$ cat config.mk
export PLATFORM = sky130hd
export DESIGN_NAME = us_fault_monitor_flat
export DESIGN_NICKNAME = d
export VERILOG_FILES = /design/src/rtl/us_fault_monitor_if.sv /design/src/rtl/us_fault_monitor.sv /design/src/flat_wrapper.sv
export SDC_FILE = /design/constraint.sdc
export NUM_CORES = 1
export LEC_CHECK = 0
export CAP_MARGIN = 40
export CORE_ASPECT_RATIO = 1.5
export CORE_MARGIN = 8
export CORE_UTILIZATION = 30
export CTS_CLUSTER_SIZE = 28
export DETAILED_ROUTE_END_ITERATION = 6
export PLACE_DENSITY_LB_ADDON = 0.25
export SLEW_MARGIN = 20
export SYNTH_ARGS = -nofsm -noshare
export SYNTH_HDL_FRONTEND = slang
export SYNTH_SLANG_ARGS = --single-unit
$ cat constraint.sdc
create_clock -name clk_50M -period 2.65 [get_ports clk_50M]
set_input_delay 0.3975 -clock clk_50M [delete_from_list [all_inputs] [get_ports clk_50M]]
set_output_delay 0.3975 -clock clk_50M [all_outputs]
set_load 0.01 [all_outputs]
$ cat src/rtl/us_fault_monitor_if.sv
// Byte-stream handshake from the fault monitor to the bluetooth UART transmitter.
// A byte moves on every clock edge where tx_valid && tx_ready.
interface us_fault_monitor_if;
  logic [7:0] tx_data;
  logic       tx_valid;
  logic       tx_ready;

  modport master (output tx_data, tx_valid, input tx_ready);
  modport slave  (input tx_data, tx_valid, output tx_ready);
endinterface

$ cat src/rtl/us_fault_monitor.sv
// Ultrasonic fault monitor: periodic trigger, echo-width measurement, N-reading fault confirmation,
// RGB status LEDs and an ASCII fault report. Define DIST_REPORT_EN to append the echo distance byte.
module us_fault_monitor #(
  parameter int         TRIG_CYCLES   = 500,
  parameter int         PERIOD_CYCLES = 3000000,
  parameter int         ECHO_TIMEOUT  = 1500000,
  parameter int         CNT_W         = 22,
  parameter int         NEAR_THRESH   = 16500,
  parameter int         CONFIRM       = 2,
  parameter int         NUM_LEDS      = 3,
  parameter logic [7:0] UNIT_ID       = 8'h31
) (
  input  logic                clk_50M,
  input  logic                rst,
  input  logic                us_echo,
  input  logic                node_flag,
  output logic                us_trig,
  output logic [CNT_W-1:0]    echo_width,
  output logic                echo_valid,
  output logic                fault_active,
  output logic [3:0]          fault_count,
  output logic [NUM_LEDS-1:0] led_r,
  output logic [NUM_LEDS-1:0] led_g,
  output logic [NUM_LEDS-1:0] led_b,
  us_fault_monitor_if.master  tx
);
  localparam logic [CNT_W-1:0] TRIG_LAST = CNT_W'(TRIG_CYCLES - 1);
  localparam logic [CNT_W-1:0] PER_LAST  = CNT_W'(PERIOD_CYCLES - 1);
  localparam logic [CNT_W-1:0] TO_LAST   = CNT_W'(ECHO_TIMEOUT - 1);
  localparam logic [CNT_W-1:0] TO_W      = CNT_W'(ECHO_TIMEOUT);
  localparam int               CW        = $clog2(CONFIRM + 1);
`ifdef DIST_REPORT_EN
  localparam logic [3:0]       MSG_LAST  = 4'd9;
`else
  localparam logic [3:0]       MSG_LAST  = 4'd7;
`endif

  // ---------------- sensor sequencer ----------------
  typedef enum logic [2:0] {S_IDLE, S_TRIG, S_WAIT, S_MEAS, S_HOLD} sens_e;
  sens_e             s_q, s_d;
  logic [CNT_W-1:0]  per_cnt, st_cnt, width_q, width_d, pub_w;
  logic              pub;

  always_comb begin
    s_d     = s_q;
    width_d = width_q;
    pub     = 1'b0;
    pub_w   = '0;
    case (s_q)
      S_IDLE: s_d = S_TRIG;
      S_TRIG: if (st_cnt == TRIG_LAST) s_d = S_WAIT;
      S_WAIT:
        if (us_echo) begin
          s_d     = S_MEAS;
          width_d = CNT_W'(1);
        end else if (st_cnt == TO_LAST) begin
          pub = 1'b1;
          s_d = S_HOLD;
        end
      S_MEAS:
        if (!us_echo) begin
          pub   = 1'b1;
          pub_w = width_q;
          s_d   = S_HOLD;
        end else begin
          width_d = width_q + CNT_W'(1);
          if (width_d == TO_W) begin
            pub   = 1'b1;
            pub_w = TO_W;
            s_d   = S_HOLD;
          end
        end
      S_HOLD: if (per_cnt == PER_LAST) s_d = S_TRIG;
      default: s_d = S_IDLE;
    endcase
  end

  always_ff @(posedge clk_50M) begin
    if (rst) begin
      s_q        <= S_IDLE;
      per_cnt    <= '0;
      st_cnt     <= '0;
      width_q    <= '0;
      echo_width <= '0;
      echo_valid <= 1'b0;
    end else begin
      s_q        <= s_d;
      // period is measured from the first trigger cycle
      per_cnt    <= (s_d == S_TRIG && s_q != S_TRIG) ? '0 : per_cnt + CNT_W'(1);
      st_cnt     <= (s_d != s_q) ? '0 : st_cnt + CNT_W'(1);
      width_q    <= width_d;
      echo_valid <= pub;
      if (pub) echo_width <= pub_w;
    end
  end

  assign us_trig = (s_q == S_TRIG);

  // ---------------- fault detector ----------------
  typedef enum logic {D_CLEAR, D_FAULT} det_e;
  det_e          d_q, d_d;
  logic [CW-1:0] near_q, near_d, far_q, far_d;
  logic          is_near, enter;
  logic [3:0]    next_cnt;
  logic          req;
  logic [7:0]    req_cnt;

  assign is_near  = (echo_width != '0) && (echo_width < CNT_W'(NEAR_THRESH));
  assign next_cnt = (fault_count == 4'd9) ? 4'd9 : fault_count + 4'd1;

  always_comb begin
    d_d    = d_q;
    near_d = near_q;
    far_d  = far_q;
    enter  = 1'b0;
    if (echo_valid) begin
      case (d_q)
        D_CLEAR:
          if (!is_near) near_d = '0;
          else if (near_q == CW'(CONFIRM - 1)) begin
            near_d = '0;
            far_d  = '0;
            enter  = 1'b1;
            d_d    = D_FAULT;
          end else near_d = near_q + CW'(1);
        default:
          if (is_near) far_d = '0;
          else if (far_q == CW'(CONFIRM - 1)) begin
            far_d = '0;
            d_d   = D_CLEAR;
          end else far_d = far_q + CW'(1);
      endcase
    end
  end

`ifdef DIST_REPORT_EN
  logic [CNT_W-1:0] dist_sh;
  logic [7:0]       req_dist;
  assign dist_sh = echo_width >> 8;
`endif

  always_ff @(posedge clk_50M) begin
    if (rst) begin
      d_q         <= D_CLEAR;
      near_q      <= '0;
      far_q       <= '0;
      fault_count <= 4'd0;
      req         <= 1'b0;
      req_cnt     <= 8'h00;
      led_r       <= '0;
      led_g       <= '0;
      led_b       <= '0;
`ifdef DIST_REPORT_EN
      req_dist    <= 8'h00;
`endif
    end else begin
      d_q    <= d_d;
      near_q <= near_d;
      far_q  <= far_d;
      req    <= enter;
      if (enter) begin
        fault_count <= next_cnt;
        req_cnt     <= 8'h30 + {4'h0, next_cnt};
`ifdef DIST_REPORT_EN
        req_dist    <= (dist_sh > CNT_W'(255)) ? 8'hFF : dist_sh[7:0];
`endif
      end
      // node_flag wins over a fault entry in the same cycle
      if (node_flag) begin
        led_r <= '0;
        led_g <= '0;
        led_b <= '0;
      end else if (enter) begin
        led_r <= '0;
        led_g <= '0;
        led_b <= '1;
      end
    end
  end

  assign fault_active = (d_q == D_FAULT);

  // ---------------- report streamer ----------------
  typedef enum logic {T_IDLE, T_SEND} tx_e;
  tx_e        t_q, t_d;
  logic [3:0] idx_q, idx_d;
  logic [7:0] cur_q, cur_d, pcnt_q, pcnt_d;
  logic       pend_q, pend_d, acc;
`ifdef DIST_REPORT_EN
  logic [7:0] cdist_q, cdist_d, pdist_q, pdist_d;

  function automatic logic [7:0] hex_ch(input logic [3:0] n);
    return (n < 4'd10) ? 8'h30 + {4'h0, n} : 8'h37 + {4'h0, n};
  endfunction
`endif

  assign acc = tx.tx_valid && tx.tx_ready;

  always_comb begin
    t_d    = t_q;
    idx_d  = idx_q;
    cur_d  = cur_q;
    pend_d = pend_q;
    pcnt_d = pcnt_q;
`ifdef DIST_REPORT_EN
    cdist_d = cdist_q;
    pdist_d = pdist_q;
`endif
    case (t_q)
      T_IDLE:
        if (req) begin
          t_d   = T_SEND;
          idx_d = 4'd0;
          cur_d = req_cnt;
`ifdef DIST_REPORT_EN
          cdist_d = req_dist;
`endif
        end
      default: begin
        if (acc) idx_d = idx_q + 4'd1;
        if (acc && idx_q == MSG_LAST) begin
          // last byte leaves: chain straight into the pending (or a just-arrived) report
          idx_d = 4'd0;
          if (pend_q) begin
            cur_d  = pcnt_q;
            pend_d = req;
            if (req) pcnt_d = req_cnt;
`ifdef DIST_REPORT_EN
            cdist_d = pdist_q;
            if (req) pdist_d = req_dist;
`endif
          end else if (req) begin
            cur_d = req_cnt;
`ifdef DIST_REPORT_EN
            cdist_d = req_dist;
`endif
          end else t_d = T_IDLE;
        end else if (req) begin
          pend_d = 1'b1;
          pcnt_d = req_cnt;
`ifdef DIST_REPORT_EN
          pdist_d = req_dist;
`endif
        end
      end
    endcase
  end

  always_ff @(posedge clk_50M) begin
    if (rst) begin
      t_q    <= T_IDLE;
      idx_q  <= 4'd0;
      cur_q  <= 8'h00;
      pend_q <= 1'b0;
      pcnt_q <= 8'h00;
`ifdef DIST_REPORT_EN
      cdist_q <= 8'h00;
      pdist_q <= 8'h00;
`endif
    end else begin
      t_q    <= t_d;
      idx_q  <= idx_d;
      cur_q  <= cur_d;
      pend_q <= pend_d;
      pcnt_q <= pcnt_d;
`ifdef DIST_REPORT_EN
      cdist_q <= cdist_d;
      pdist_q <= pdist_d;
`endif
    end
  end

  assign tx.tx_valid = (t_q == T_SEND);

  always_comb begin
    tx.tx_data = 8'h23;
    case (idx_q)
      4'd0: tx.tx_data = 8'h46;
      4'd1: tx.tx_data = 8'h49;
      4'd2: tx.tx_data = 8'h4D;
      4'd3: tx.tx_data = 8'h2D;
      4'd4: tx.tx_data = UNIT_ID;
      4'd5: tx.tx_data = cur_q;
      4'd6: tx.tx_data = 8'h2D;
`ifdef DIST_REPORT_EN
      4'd7: tx.tx_data = hex_ch(cdist_q[7:4]);
      4'd8: tx.tx_data = hex_ch(cdist_q[3:0]);
`endif
      default: tx.tx_data = 8'h23;
    endcase
  end
endmodule

$ cat src/flat_wrapper.sv
// flat-port wrapper written by rule: the top's interface ports become plain ports
module us_fault_monitor_flat 
#(
  parameter int         TRIG_CYCLES   = 500,
  parameter int         PERIOD_CYCLES = 3000000,
  parameter int         ECHO_TIMEOUT  = 1500000,
  parameter int         CNT_W         = 22,
  parameter int         NEAR_THRESH   = 16500,
  parameter int         CONFIRM       = 2,
  parameter int         NUM_LEDS      = 3,
  parameter logic [7:0] UNIT_ID       = 8'h31
)
  (clk_50M, rst, us_echo, node_flag, us_trig, echo_width, echo_valid, fault_active, fault_count, led_r, led_g, led_b, tx_tx_data, tx_tx_valid, tx_tx_ready);
  us_fault_monitor_if tx_i ();
  input  logic clk_50M;
  input  logic rst;
  input  logic us_echo;
  input  logic node_flag;
  output logic us_trig;
  output logic [CNT_W-1:0] echo_width;
  output logic echo_valid;
  output logic fault_active;
  output logic [3:0] fault_count;
  output logic [NUM_LEDS-1:0] led_r;
  output logic [NUM_LEDS-1:0] led_g;
  output logic [NUM_LEDS-1:0] led_b;
  output wire logic [$bits(tx_i.tx_data)-1:0] tx_tx_data;
  output wire logic [$bits(tx_i.tx_valid)-1:0] tx_tx_valid;
  input wire logic [$bits(tx_i.tx_ready)-1:0] tx_tx_ready;
  assign tx_tx_data = tx_i.tx_data;
  assign tx_tx_valid = tx_i.tx_valid;
  assign tx_i.tx_ready = tx_tx_ready;
  us_fault_monitor #(.TRIG_CYCLES(TRIG_CYCLES), .PERIOD_CYCLES(PERIOD_CYCLES), .ECHO_TIMEOUT(ECHO_TIMEOUT), .CNT_W(CNT_W), .NEAR_THRESH(NEAR_THRESH), .CONFIRM(CONFIRM), .NUM_LEDS(NUM_LEDS), .UNIT_ID(UNIT_ID)) u_core (.clk_50M(clk_50M), .rst(rst), .us_echo(us_echo), .node_flag(node_flag), .us_trig(us_trig), .echo_width(echo_width), .echo_valid(echo_valid), .fault_active(fault_active), .fault_count(fault_count), .led_r(led_r), .led_g(led_g), .led_b(led_b), .tx(tx_i));
endmodule
# --- After elaboration in Yosys (flattened, before gate mapping) ---
# Cells that the tools add are included.
op_classes:
  order_cmp: 1
  addsub: 8
  n_reduce_logical: 22
  n_eq_ne: 26
  bitwise_logic: 1
  mux: 52
ops:
  columns: ["cell", "n"]
  rows:
  - ["$mux 22", 4]
  - ["$add 22x1->22 const B", 3]
  - ["$mux 8", 7]
  - ["$pmux 8 s6", 1]
  - ["$eq 22x21->1 const B", 2]
  - ["$pmux 22 s2", 1]
  - ["$eq 22x22->1 const B", 1]
  - ["$eq 22x9->1 const B", 1]
  - ["$lt 22x15->1 const B", 1]
  - ["$reduce_bool 22->1", 1]
  - ["$mux 21", 1]
  - ["$mux 4", 5]
  - ["$mux 1", 18]
  - ["$mux 3", 6]
  - ["$eq 4x3->1 const B", 4]
  - ["$pmux 3 s5", 1]
  - ["$mux 2", 7]
  - ["$reduce_bool 2->1", 5]
  - ["$add 4x1->4 const B", 2]
  - ["$eq 4x2->1 const B", 2]
  - ["$reduce_and 2->1", 4]
  - ["$reduce_or 2->1", 4]
  - ["$add 6x4->7 const A", 1]
  - ["$eq 3x1->1 const B", 2]
  - ["17 further kinds", 26]
totals:
  out_inout_bits: 47
  ff_bits: 133
  word_cells: 128
  in_bits: 5

# --- Longest topological paths before layout ---
# Gate-level depths: netlist of the first run.
logic_depth:
  depth_word: 8
  mapped_depth: 9
  depth_no_buf: 7

# --- Worst setup path before layout of the first run ---
# No wires, ideal clock.
synth_path:
  kind: "register to register"
  from: "register u_core.width_q[0]"
  to: "register u_core.echo_width[13]"
  required_ns: 2.562
  setup_slack_ns: -0.076
  path_stages_with_launch: 10
  period_less_slack_ns: 2.726
  setup_ns: 0.088
  arrival_ns: 2.638
  path_cell_list: "dfxtp_1 ha_1 clkbuf_1 nand3_1 xnor2_1 a2bb2oi_1 or4_1 or4_4 buf_6 a311oi_2"
synth_via:
  elab_chain_cells: 5
  word_cells_on_any_way: 8
  classes_between: "add/sub: 1; eq/ne: 1; mux: 6"
synth_lines:
  columns: ["element", "line", "rtl"]
  rows:
  - ["from (decl)", "us_fault_monitor.sv:41", "logic [CNT_W-1:0] per_cnt, st_cnt, width_q, width_d, pub_w;"]
  - ["from (signal assigned)", "us_fault_monitor.sv:91", "width_q <= width_d;"]
  - ["$add 22x1->22 *", "us_fault_monitor.sv:66", "width_d = width_q + CNT_W'(1);"]
  - ["$eq 22x21->1 *", "us_fault_monitor.sv:67", "if (width_d == TO_W) begin"]
  - ["$mux 1 / $mux 21 (equally long branches)", "us_fault_monitor.sv:67", null]
  - ["$mux 1 / $mux 22 (equally long branches)", "us_fault_monitor.sv:61", "if (!us_echo) begin"]
  - ["$pmux 1 s2 / $mux 22 (equally long branches)", "us_fault_monitor.sv:49", "case (s_q)"]
  - ["to (signal assigned)", "us_fault_monitor.sv:93", "if (pub) echo_width <= pub_w;"]
  - ["to (decl)", "us_fault_monitor.sv:18", "output logic [CNT_W-1:0] echo_width,"]
# Every way passes the cells marked *; elsewhere a longest branch is shown, timed or not.
# A chain may end at the register's enable or synchronous reset.

# --- Worst setup path in the final report of the first run ---
layout_path:
  from: "register u_core.width_q[2]"
  to: "register u_core.echo_width[18]"
# Same word-level chain as after synthesis.

==> results of run 1 <==
==> power breakdown <==
part	switching, W	internal (W)	leakage (nW)
sequential	0.00000479	0.00185	0.994
combinational	0.0000646	0.0000228	1.48
clock	0.000885	0.00149	0.277
==> layout make-up <==
cell class              count  share of cell area, %
clock inverters            13                   1.99
flip-flops and latches    123                   29.3
clock buffers              19                   5.14
multi-input cells         606                   46.1
well taps                 272                   4.04
repair buffers            118                   12.6
inverters                  17                  0.758
==> sequential cells by signal, summed over array words and instances, names as in the netlist <==
name / count
u_core.far_q: 2
u_core.pend_q: 1
u_core.req_cnt: 2
u_core.width_q: 22
u_core.idx_q: 4
u_core.led_b: 1
u_core.pcnt_q: 5
u_core.req: 1
u_core.cur_q: 8
u_core.st_cnt: 22
u_core.fault_count: 3
u_core.s_q: 3
u_core.echo_valid: 1
u_core.tx.tx_valid: 1
u_core.fault_active: 1
u_core.near_q: 2
u_core.echo_width: 22
u_core.per_cnt: 22
==> Yosys cell counts, drive strengths merged, types with 3 or more instances <==
| cell type | n |
|---|---|
| nand3 | 35 |
| o31ai | 13 |
| ha | 8 |
| nor3b | 4 |
| nor2 | 90 |
| a21oi | 61 |
| o21ai | 43 |
| mux2i | 5 |
| nand2 | 66 |
| a311oi | 18 |
| and2 | 5 |
| o21a | 5 |
| a211oi | 31 |
| nor2b | 9 |
| clkbuf | 46 |
| a211o | 3 |
| xnor2 | 21 |
| and3 | 14 |
| buf | 25 |
| nand2b | 8 |
| nand3b | 3 |
| dfxtp | 123 |
| a21o | 4 |
| and4 | 7 |
| nor3 | 24 |
| nand4 | 14 |
| inv | 17 |
| a31oi | 7 |
| xor2 | 26 |
| or4 | 8 |
| nor4 | 19 |
| a32oi | 15 |
| or3 | 6 |
| nand4b | 3 |
==> repair_timing <==
item,in CTS,in global routing
resized for setup,19,21
pin swaps,5,6
setup endpoints to repair,39,50
cloned,1,1
setup buffers,0,2
==> path summary, 6_finish.rpt <==
| path | depth (start not counted) | start | to | slack [ns] |
|---|---|---|---|---|
| setup / recovery | 7 | u_core.width_q[2] | u_core.echo_width[18] | 0.03 |
| hold / removal | 1 | u_core.per_cnt[0] | u_core.per_cnt[0] | 0.44 |
| setup reg to reg | 7 | u_core.width_q[2] | u_core.echo_width[18] | 0.03 |
| hold reg to reg | 1 | u_core.per_cnt[0] | u_core.per_cnt[0] | 0.44 |
==> stage by stage <==
| stage | cell area, um^2 | hold slack [ns] | utilization, % |
|---|---|---|---|
| after global placement | 7580 | 0.422 | 35.2 |
| final | 8420 | 0.438 | 39.1 |
| after detailed placement | 7580 | 0.436 | 35.2 |
| after floorplan | 6570 | 0.413 | - |
| after global routing | 8420 | 0.466 | 39.1 |
| after CTS | 8280 | 0.443 | 38.4 |
==> logic make-up after synthesis <==
kind of cell / count (synthesis) / synth area share (%)
AO/OA/AOI/OAI: 216 / 22.6
adder cells (fa/ha/maj): 8 / 1.53
multiplexers: 6 / 0.936
XOR/XNOR: 47 / 6.29
flip-flops: 123 / 37.6
AND/OR/NAND/NOR: 322 / 24.9
other: 1 / 0.0573
buffers and inverters: 88 / 6.15
==> per-layer routing <==
layer / track usage, % / vias up
li1: - / 3106
met1: 15.0 / 2957
met4: 5.92 / 0
met3: 2.83 / 33
met5: 0 / -
met2: 26.6 / 99
==> worst max-delay path, stage by stage, from the launching register on <==
cell and delay [ns]:
sky130_fd_sc_hd__dfxtp_1 0.38, sky130_fd_sc_hd__buf_4 0.21, sky130_fd_sc_hd__nand4_1 0.17, sky130_fd_sc_hd__nor3_2 0.20, sky130_fd_sc_hd__xor2_1 0.10, sky130_fd_sc_hd__or4_4 0.59
sky130_fd_sc_hd__or4_4 0.60, sky130_fd_sc_hd__a311oi_2 0.28
==> results, run 1 <==
- The top routing layer in use is met4.
- Global routing consumed, over all layers together, about 14% of the routing resources.
- The synthesis-to-layout area growth is 28.6%.
- For this run, asynchronously set or reset flops after synthesis account for 0%.
- The die covers 26,900 um^2.
- The slew at the pin with the worst max-slew slack is ~0.75 ns.
- The sequential element share of the synthesized area is 37.6%.
- Across all setup checks in the final design, the least slack found is 0.0349 ns.
- The effective utilization at floorplan is 30.4%.
- Along the worst path, the maximum fanout reaches 8.
- The total of warnings raised by yosys is 0.
- The detailed placer's ending HPWL is 13,400 um.
- The final setup TNS is 0 ns.
- The post-layout instance count excluding filler cells is 1,168.
- The DRC violation count after routing is 0.
- Cells with a size suffix above 1 make up 16.7% of the layout.
- The vertical die dimension is 197 um.
- The number of hold-repair buffers added at the cts stage is 0.
- Counting along the longest clock path gives a buffer depth of 2.
- The count of boundary I/O pins is 52.
- 0 antenna diodes ended up in the layout.
- After clock tree synthesis, the clock-pin slew on the worst setup and hold paths is 0.06 ns.
- The peak ir drop on the vdd network is ~0.00057 V.
- Counting every sink on the clock net gives 123.
- The setup path with the least slack is of type reg2reg.
- Global routing finished with a remaining overflow of 0.
- The number of buffers created by CTS is 17.
- The number of violations of the max-capacitance limit is 0.
- The average vias per placed instance is 5.30.
- The hold violation count in the final report is 0.
- The routed layout has 6,195 vias.
- Setup repair after global routing could not meet its margin everywhere.
- The core area is 21,600 um^2.
- The portion of the clock cycle consumed by the worst path in the final layout is 98.7%.
- The type of the tightest min-delay check is reg2reg.
- The post-placement worst setup slack is -0.228 ns.
- By area the synthesized netlist is led by sky130_fd_sc_hd__dfxtp_1 (38%), sky130_fd_sc_hd__nor2_1 (5.2%), sky130_fd_sc_hd__a21oi_1 (4.7%), sky130_fd_sc_hd__nand2_1 (3.8%), sky130_fd_sc_hd__xor2_1 (3.5%).
- The kind of launch point of the worst setup path is a flop.
- The most common cell after layout, fill and taps aside is sky130_fd_sc_hd__dfxtp_1.
- The area share of the leading cell type in the synthesized netlist is a little under two fifths.
- The initial antenna violation count is 0.
- For the finished layout, the period the worst path requires is 2.62 ns.
- Among all flip-flop cells after synthesis, the most frequent one is sky130_fd_sc_hd__dfxtp_1.
- The run finished with clean final reports.
- The overall power of the completed layout is 0.00432 W.
- Counting flops with a built-in enable in the synthesized netlist gives 0.
- The clock latency on the worst-skew pair is 0.42 ns.
- The first global-routing pass estimated 31,000 um of wire.
- For the worst setup path, the data required time is just under 3 ns.
- STA classifies the critical path endpoint as a flop.
- The area taken by multi-input logic gates is 3880 um^2.
- In this run the tool buffered the top-level ports with 45 buffer cells.
- The met3 wire length is 703 um.
- The clock skew after layout is 0.0105 ns.
- The number of global-route vias before repair is 6,079.
- Measured along the x axis, the die boundary spans 137 um.
- In the layout the commonest cells are sky130_fd_sc_hd__dfxtp_1 (118), sky130_fd_sc_hd__nor2_1 (90), sky130_fd_sc_hd__buf_4 (66), sky130_fd_sc_hd__nand2_1 (65), sky130_fd_sc_hd__a21oi_1 (60).
- The synthesized instance count is 811.
- Measured against its own limit, the worst slew margin works out to 50.3%.
- The detailed-route wire length on metal 1 is 7530 um.
- The cell accounting for the most synthesized area is sky130_fd_sc_hd__dfxtp_1.
- After synthesis, the netlist uses between 60 and 70 different library cells.
- The largest net degree at the start of global routing is 67.
- The violation count after the first detailed-routing iteration is 240.
- The final wirelength is 19,100 um.
- Clock tree synthesis selected as its root buffer the cell sky130_fd_sc_hd__clkbuf_16.
- After floorplanning, the core was divided into 66 placement rows.
- The leakage dissipation is 2.75 nW.
- The mean instance size in the synthesized netlist is between 8 and 9 um^2.
- The last weighted congestion value of the routability-driven placer is 0.829.
- Data on the critical path arrives at its endpoint at 2.94 ns.
- For this run, the post-layout net count is about 900.
- The residual antenna-violating net count after detailed routing is 0.
- The number of endpoints failing setup at the final stage is 0.
- The H-tree was split into 4 levels.
- In this run, placement finished with an instance count of approximately 1,100.
- The filler cells instantiated in the layout total 2,239.
- The first TritonRoute pass finished after 5 iterations.
- The synthesized design contains 123 register bits.
- Static timing analysis puts the maximum clock frequency at around 0.38 GHz.
- In the final routed layout, each cell accounts on average for 16.3 um.
- The power density of the placed cells is 512 nW/um^2.
- The final max-slew violation count is 0.
- The TritonCTS clock tree is done.
- The met2 layer wire length in the routed design is 10,400 um.
- The area taken by flip-flops and latches is 2470 um^2.
- The cell area after synthesis is 6550 um^2.
Note: power is estimated with default switching activity, not from simulation.
==> inputs of run 2 (changes only) <==
--- a/config.mk
+++ b/config.mk
@@ -5,10 +5,10 @@
 export SDC_FILE = /design/constraint.sdc
 export NUM_CORES = 1
 export LEC_CHECK = 0
-export CAP_MARGIN = 40
+export CAP_MARGIN = 20
 export CORE_ASPECT_RATIO = 1.5
 export CORE_MARGIN = 8
-export CORE_UTILIZATION = 30
+export CORE_UTILIZATION = 35
 export CTS_CLUSTER_SIZE = 28
 export DETAILED_ROUTE_END_ITERATION = 6
 export PLACE_DENSITY_LB_ADDON = 0.25
==> results, run 2 (same netlist as run 1, synthesis figures left out) <==
- The final setup slack of the worst path is 0.0722 ns.
- The worst hold margin is 0.403 ns.
- The count of nets left with antenna violations once routing finished came out at 0.
- The aggregate global routing overflow is 0.
- Setup slack on the worst reg-to-reg path comes out at 0.07 ns.
- By instance count, the cell type seen most on the critical path is sky130_fd_sc_hd__or4_4.
- The die width is 128 um.
- The total cell area at the placement stage is 7610 um^2.
- The number of levels the H-tree was split into is 4.
- The DRC violation count after routing is 0.
- The clock skew after layout is 0.00864 ns.
- The die outline area is 23,400 um^2.
- After routing the design area is 8390 um^2.
- At the pin with the least slew margin, the transition time is 0.875 ns.
- Tracing the worst setup path back leads to its startpoint at u_core.width_q[9].
- The post-placement worst setup slack is -0.186 ns.
- The maximum cell stage delay along the critical path is 0.59 ns.
- The area growth from synthesis to layout is 28.1%.
- The final max-slew violation count came to 0.
- The count of boundary I/O pins is 52.
- The row count is between 60 and 70.
- The final setup TNS is 0 ns.
- The share of layout cells above drive strength 1 is 17.1%.
- The startpoint of the worst-slack reg-to-reg timing path is u_core.width_q[9].
- The most common cell after layout, fill and taps aside is sky130_fd_sc_hd__dfxtp_1.
- The TritonCTS clock tree is done.
- After detailed routing, the average wire length per cell comes to about 16 um.
- In this run the tightest slew margin relative to its limit is 41.5%.
- Of all nets on the critical path, the largest fanout is 6.
- Traced cell by cell, the critical path runs through buf_4, nand3_1, nor3_2, xor2_1, or4_4, or4_4, a311oi_2.
- The top cell types in the final layout, fill and taps aside, are sky130_fd_sc_hd__dfxtp_1 (114), sky130_fd_sc_hd__nor2_1 (90), sky130_fd_sc_hd__nand2_1 (66), sky130_fd_sc_hd__buf_4 (62), sky130_fd_sc_hd__a21oi_1 (61).
- The clock root buffer master is sky130_fd_sc_hd__clkbuf_16.
- The peak ir drop on the vdd network is approximately 0.00030 V.
- The total inserted antenna cells is 0.
- The tightest min-delay check is of the in2reg type.
- The last weighted congestion value of the routability-driven placer is between 0.8 and 0.9.
- Among all stages on the critical path, the largest delay is contributed by sky130_fd_sc_hd__or4_4.
- Entering global routing, the biggest net connects between 50 and 60 pins.
- Counting the buffers created by CTS gives 17.
- The length of the first detailed-routing pass in iterations is 5.
- In the routed layout, each cell is associated on average with a via count of 5.41.
- Detailed placement finished with a half-perimeter wire length of 13,100 um.
- The leakage dissipation is between 2 and 3 nW.
- Derived from the worst setup path, the maximum achievable clock frequency is between 0.3 and 0.4 GHz.
- The net count reported at finish is 895.
- In this run the worst setup path terminates at u_core.echo_width[18].
- The count of input and output buffers is 45.
- The portion of the clock cycle consumed by the worst path in the final layout is slightly below 100%.
- The clock passes through at most 2 buffers.
- STA puts the critical path data required time at 2.97 ns.
- After clock tree synthesis, the clock-pin slew on the worst setup and hold paths is 0.06 ns.
- The final route contains 6,205 vias.
- The total routing resource utilization after global routing is 16.2%.
- The effective utilization at floorplan is 35.5%.
- Across the run, the number of max-cap violations was 0.
- The flow ran to the end, and the final reports show no timing, DRC or antenna violations.
- Setup repair after global routing could not meet its margin everywhere.
- The vertical die dimension is 184 um.
- STA classifies the critical path endpoint as a flop.
- For this block, the initial DRC count from the detailed router was 281.
- The initial antenna violation count is 0.
- The hold violation count in the final report was 0.
- Setup violations remaining at the end of the flow were counted as 0.
- The clock latency on the worst-skew pair is 0.42 ns.
- The endpoint identified for the worst register-to-register timing path is u_core.echo_width[18].
- For this block, the routed nets add up to ~18,000 um of wire.
- Dividing total power by cell area gives a power density of just over 500 nW/um^2.
- The global-route wire length before repair is 30,700 um.
- The type of the worst setup path is reg2reg.
- The number of global-route vias before repair is 6,195.
- Once layout is complete, the utilization of the core stands at 45.4%.
- The logic depth of the worst register-to-register path is 7.
- The clock sink count is 123.
- The kind of launch point of the worst setup path is a flop.
- The core area is 18,500 um^2.
- For the worst setup path, the data arrival time is 2.90 ns.
- The post-route minimum period is 2.58 ns.
run 2: changes by cell type in the layout (fill, tap and decap cells not counted), moves of 3 or more:
cell / delta
sky130_fd_sc_hd__buf_4: -4
sky130_fd_sc_hd__dfxtp_1: -4
sky130_fd_sc_hd__buf_12: +3
sky130_fd_sc_hd__clkbuf_8: +3
sky130_fd_sc_hd__clkinvlp_4: -3
run 2: stage by stage:
| step | cells | power (W) |
|---|---|---|
| after detailed placement | 1113 | 0.00198 |
| after floorplan | 816 | 0.00196 |
| final | 1147 | 0.00429 |
| after CTS | 1146 | 0.00435 |
| after global placement | 1113 | 0.00198 |
| after global routing | 1147 | 0.00444 |
run 2: timing repair:
item                                    CTS  global route
setup buffers                             0             1
endpoints found under the setup margin   17            52
hold buffers                              0             0
resized for setup                        12            31
pin swaps                                 4             8
cloned                                    1             0
run 2: routing by layer:
| layer | global-route usage (%) | vias up | wire length (um) |
|---|---|---|---|
| met5 | 0 | - | 0 |
| li1 | - | 3098 | - |
| met4 | 8.69 | 0 | 657 |
| met3 | 3.34 | 42 | 761 |
| met2 | 29.6 | 138 | 9420 |
| met1 | 16.9 | 2927 | 7370 |
run 2: layout make-up:
type / count / area (um^2)
clock buffer: 21 / 470
timing repair buffer: 117 / 1080
fill: 1910 / 10100
tap: 252 / 315
multi-input combinational: 606 / 3840
sequential: 123 / 2480
inverter: 17 / 63.8
clock inverter: 11 / 133
run 2: worst min-delay path by stage:
stage                                 start                 end  slack [ns]  cells past startpoint
after CTS                               rst   u_core.width_q[0]        0.38                      2
after global routing                    rst   u_core.width_q[0]        0.42                      2
after global placement    u_core.per_cnt[0]   u_core.per_cnt[0]        0.42                      1
final                                   rst  u_core.width_q[14]        0.40                      2
after floorplan           u_core.per_cnt[0]   u_core.per_cnt[0]        0.41                      1
after detailed placement  u_core.per_cnt[0]   u_core.per_cnt[0]        0.44                      1
run 2: critical path, delay by kind of cell (launching register included):
family / cells / cell delay, ns
xor gates and xnor gates: 1 / 0.10
DFF: 1 / 0.39
and+or+nand+nor: 4 / 1.56
AOI/OAI and AO/OA: 1 / 0.29
buffers and inverters: 1 / 0.15
run 2: where the power goes:
part	internal [W]	total (W)	switching (W)
sequential	0.00185	0.00186	0.00000459
clock	0.00147	0.00234	0.000874
combinational	0.0000237	0.0000859	0.0000622
total	0.00334	0.00429	0.000941
==> inputs of run 3 (changes only) <==
--- a/config.mk
+++ b/config.mk
@@ -6,7 +6,7 @@
 export NUM_CORES = 1
 export LEC_CHECK = 0
 export CAP_MARGIN = 20
-export CORE_ASPECT_RATIO = 1.5
+export CORE_ASPECT_RATIO = 1.1
 export CORE_MARGIN = 8
 export CORE_UTILIZATION = 35
 export CTS_CLUSTER_SIZE = 28
==> results, run 3 (same netlist as run 1, synthesis figures left out) <==
- The leakage dissipation is 2.85 nW.
- Global routing finished with a remaining overflow of 0.
- The met2 layer usage reported by global route is a little over a quarter.
- The final critical path takes up 98.7% of the cycle.
- Counting cells, the worst reg-to-reg path comes to 8.
- For this run, design rule violations remaining after detail routing come to 0.
- Cell internal power was estimated by the tool at 0.00330 W.
- The critical path capture point type is a flop.
- The worst path arrival time is 2.94 ns.
- The average vias per placed instance is 5.42.
- The vertical die dimension is 159 um.
- The via total after detailed routing is between 6,000 and 7,000.
- The share of total power in combinational logic is roughly 2.1%.
- The floorplan has 52 rows.
- The most congested layer reported by global routing is met2.
- The worst hold path belongs to the class reg2reg.
- The instance count along the most critical hold path is 1.
- For this block, the initial DRC count from the detailed router was 309.
- The residual antenna-violating net count after detailed routing is 0.
- The die outline area is 23,300 um^2.
- The total inserted antenna cells is 0.
- The standard cell with the maximum stage delay on the critical path is sky130_fd_sc_hd__or4_4.
- The per-cell routed wire length is roughly 16 um.
- Setup violations remaining at the end of the flow were counted as 0.
- In the final design database the tool counted 905 nets.
- The last weighted congestion value of the routability-driven placer is 0.847.
- The tree is rooted in a sky130_fd_sc_hd__clkbuf_16.
- Dividing total power by cell area gives a power density of a little under 500 nW/um^2.
- Traced cell by cell, the critical path runs through buf_6, nand4_1, buf_4, nor4_1, xnor2_1, a211o_1, or4_4, a311oi_2.
- At the worst endpoint, the required time is 2.98 ns.
- Counting tap cells, the placed design contains a total of approximately 1,100 instances.
- The post-route netlist has 18.3% of its cells at a drive strength greater than 1.
- The post-route minimum period is 2.62 ns.
- The total routing resource utilization after global routing is 15.6%.
- The clock input transition at the sequential cells of the worst setup and hold paths is 0.05 ns.
- The worst hold path terminates at u_core.per_cnt[0].
- The final setup slack of the worst path is 0.0334 ns.
- The upper clock frequency limit is 0.382 GHz.
- Summing all flip-flop and latch instances after layout gives 2480 um^2.
- The later pin in the worst-skew pair is clocked with a latency of 0.41 ns.
- The library cells used most frequently in the layout, excluding fill and tap cells, are sky130_fd_sc_hd__dfxtp_1 (118), sky130_fd_sc_hd__nor2_1 (90), sky130_fd_sc_hd__buf_4 (69), sky130_fd_sc_hd__nand2_1 (65), sky130_fd_sc_hd__a21oi_1 (60).
- The count of boundary I/O pins is 52.
- The routing usage on met1 is 18.1%.
- The met3 usage in global routing is 4.63%.
- The worst max-slew margin expressed relative to the limit is 45.8%.
- The final max-slew violation count is 0.
- On the worst path, the slowest cell contributes a delay of 0.53 ns.
- Compared with the post-synthesis result, the final layout area differs by 30.3%.
- The length of the first detailed-routing pass in iterations is 4.
- The hold violation count in the final report is 0.
- The core area is about 18,000 um^2.
- The TritonCTS clock tree is done.
- The H-tree was split into 4 levels.
- The deepest clock path buffer count is 2.
- The slew at the pin with the worst max-slew slack is ~0.81 ns.
- At the placement stage, the worst setup path has a slack of -0.215 ns.
- The analysis attributes to net switching a power of 0.000871 W.
- Once placement finished, the instance area stood at 7560 um^2.
- In this run the register-to-register setup slack is approximately 0.033 ns.
- In this run the critical register-to-register path is launched from u_core.width_q[2].
- The final layout contains routed wiring with a total length of 18,600 um.
- Once layout is done, the placed cells without fillers occupy 8530 um^2.
- Leaving out fill and tap cells, the most frequent cell in the layout is sky130_fd_sc_hd__dfxtp_1.
- Clock skew on the completed layout was measured at 0.00706 ns.
- In this run switching power makes up a little over a fifth of total power.
- The clock net in this run drives a total of 123 sinks.
- The number of hold-repair buffers added at the cts stage is 0.
- The number of global-route vias before repair was 5,985.
- The global-route wire length before repair is 30,300 um.
- Of the total power, the clock network draws 53.4%.
- STA classifies the critical path startpoint as a flop.
- The highest net fanout along the worst path is 7.
- The detailed placer's ending HPWL is 12,600 um.
- The number of clock buffers added by TritonCTS is 17.
- The area taken by multi-input logic gates is about 3900 um^2.
- The setup path with the least slack is of type reg2reg.
- The share of total power dissipated in sequential elements is between 40% and 50%.
- Entering global routing, the biggest net connects between 40 and 50 pins.
- The endpoint of the lowest-slack register-to-register path is u_core.echo_width[6].
- The initial antenna violation count was 1.
- Hold timing on the final database bottoms out at a slack of roughly 0.44 ns.
- The number of violations of the max-capacitance limit is 0.
- The run finished with clean final reports.
- The worst hold path begins at u_core.per_cnt[0].
- The finished layout holds 1,148 standard cells, fillers aside.
- In this run the horizontal extent of the chip is between 100 and 150 um.
- The effective utilization at floorplan is around 36%.
- The count of buffers added on input and output ports is 45.
- Fill cells in the final layout number 1,825.
- Setup repair after global routing could not meet its margin everywhere.
- VDD sags by at most 0.000446 V.
[run 3: cell types whose count changed in the layout (fill, tap and decap cells not counted), sizes merged]
| cell | before | now |
|---|---|---|
| buf | 73 | 81 |
| clkbuf | 21 | 26 |
| clkdlybuf4s50 | 41 | 43 |
| clkinv | 4 | 5 |
| clkinvlp | 2 | 1 |
| dlygate4sd2 | 1 | 0 |
| dlymetal6s2s | 2 | 1 |
| inv | 20 | 17 |
[run 3: worst max-delay path by stage]
stage / start / endpoint / slack (ns)
after floorplan: u_core.width_q[1] / u_core.echo_width[13] / 0.01
after global routing: u_core.width_q[0] / u_core.echo_width[6] / -0.04
final: u_core.width_q[2] / u_core.echo_width[6] / 0.03
after CTS: u_core.idx_q[1] / tx_tx_data[1] / 0.002
after detailed placement: us_echo / u_core.echo_width[3] / -0.22
after global placement: us_echo / u_core.st_cnt[5] / -0.20
[run 3: layout make-up]
class / count / share of cell area (%)
inverter: 17 / 0.748
clock buffer: 24 / 5.53
timing repair buffer: 127 / 13.8
sequential: 123 / 29.0
tap: 243 / 3.56
multi-input combinational: 606 / 46.3
clock inverter: 8 / 1.09
[run 3: power groups by stage]
stage	clock [W]	sequential, W	combinational (W)
floorplan	0	0.00190	0.0000639
global placement	0	0.00190	0.0000880
detailed placement	0	0.00190	0.0000877
CTS	0.00228	0.00186	0.0000882
global route	0.00235	0.00186	0.0000978
finish	0.00223	0.00186	0.0000878
[run 3: routing by layer]
| metal | wire (um) | vias up | part of all wire [%] |
|---|---|---|---|
| li1 | - | 3122 | - |
| met1 | 8310 | 2970 | 45 |
| met2 | 9250 | 108 | 50 |
| met3 | 732 | 18 | 3.9 |
| met4 | 274 | 2 | 1.5 |
| met5 | 13 | - | 0.070 |
[run 3: per-stage QoR]
step	TNS [ns]	util [%]	power, W
2_1_floorplan	0	-	0.00196
3_3_place_gp	-12.16	41.2	0.00199
3_5_place_dp	-13.03	41.2	0.00199
4_1_cts	0	44.6	0.00423
5_1_grt	-0.166	46.5	0.00430
6_report	0	46.5	0.00417
[run 3: timing repair]
| action | CTS | global route |
|---|---|---|
| resized for setup | 13 | 46 |
| setup endpoints to repair | 40 | 52 |
| hold endpoints to repair | 0 | 0 |
| pin swaps | 4 | 20 |
| setup buffers | 0 | 8 |
| cloned | 1 | 3 |
[run 3: worst max-delay path, delay by kind of cell (launching register included)]
kind                   cells  cell delay [ns]
XOR/XNOR                   1             0.14
AO/OA/AOI/OAI              2             0.64
buffers and inverters      2             0.35
AND/OR/NAND/NOR            3             1.00
flip-flops                 1             0.40
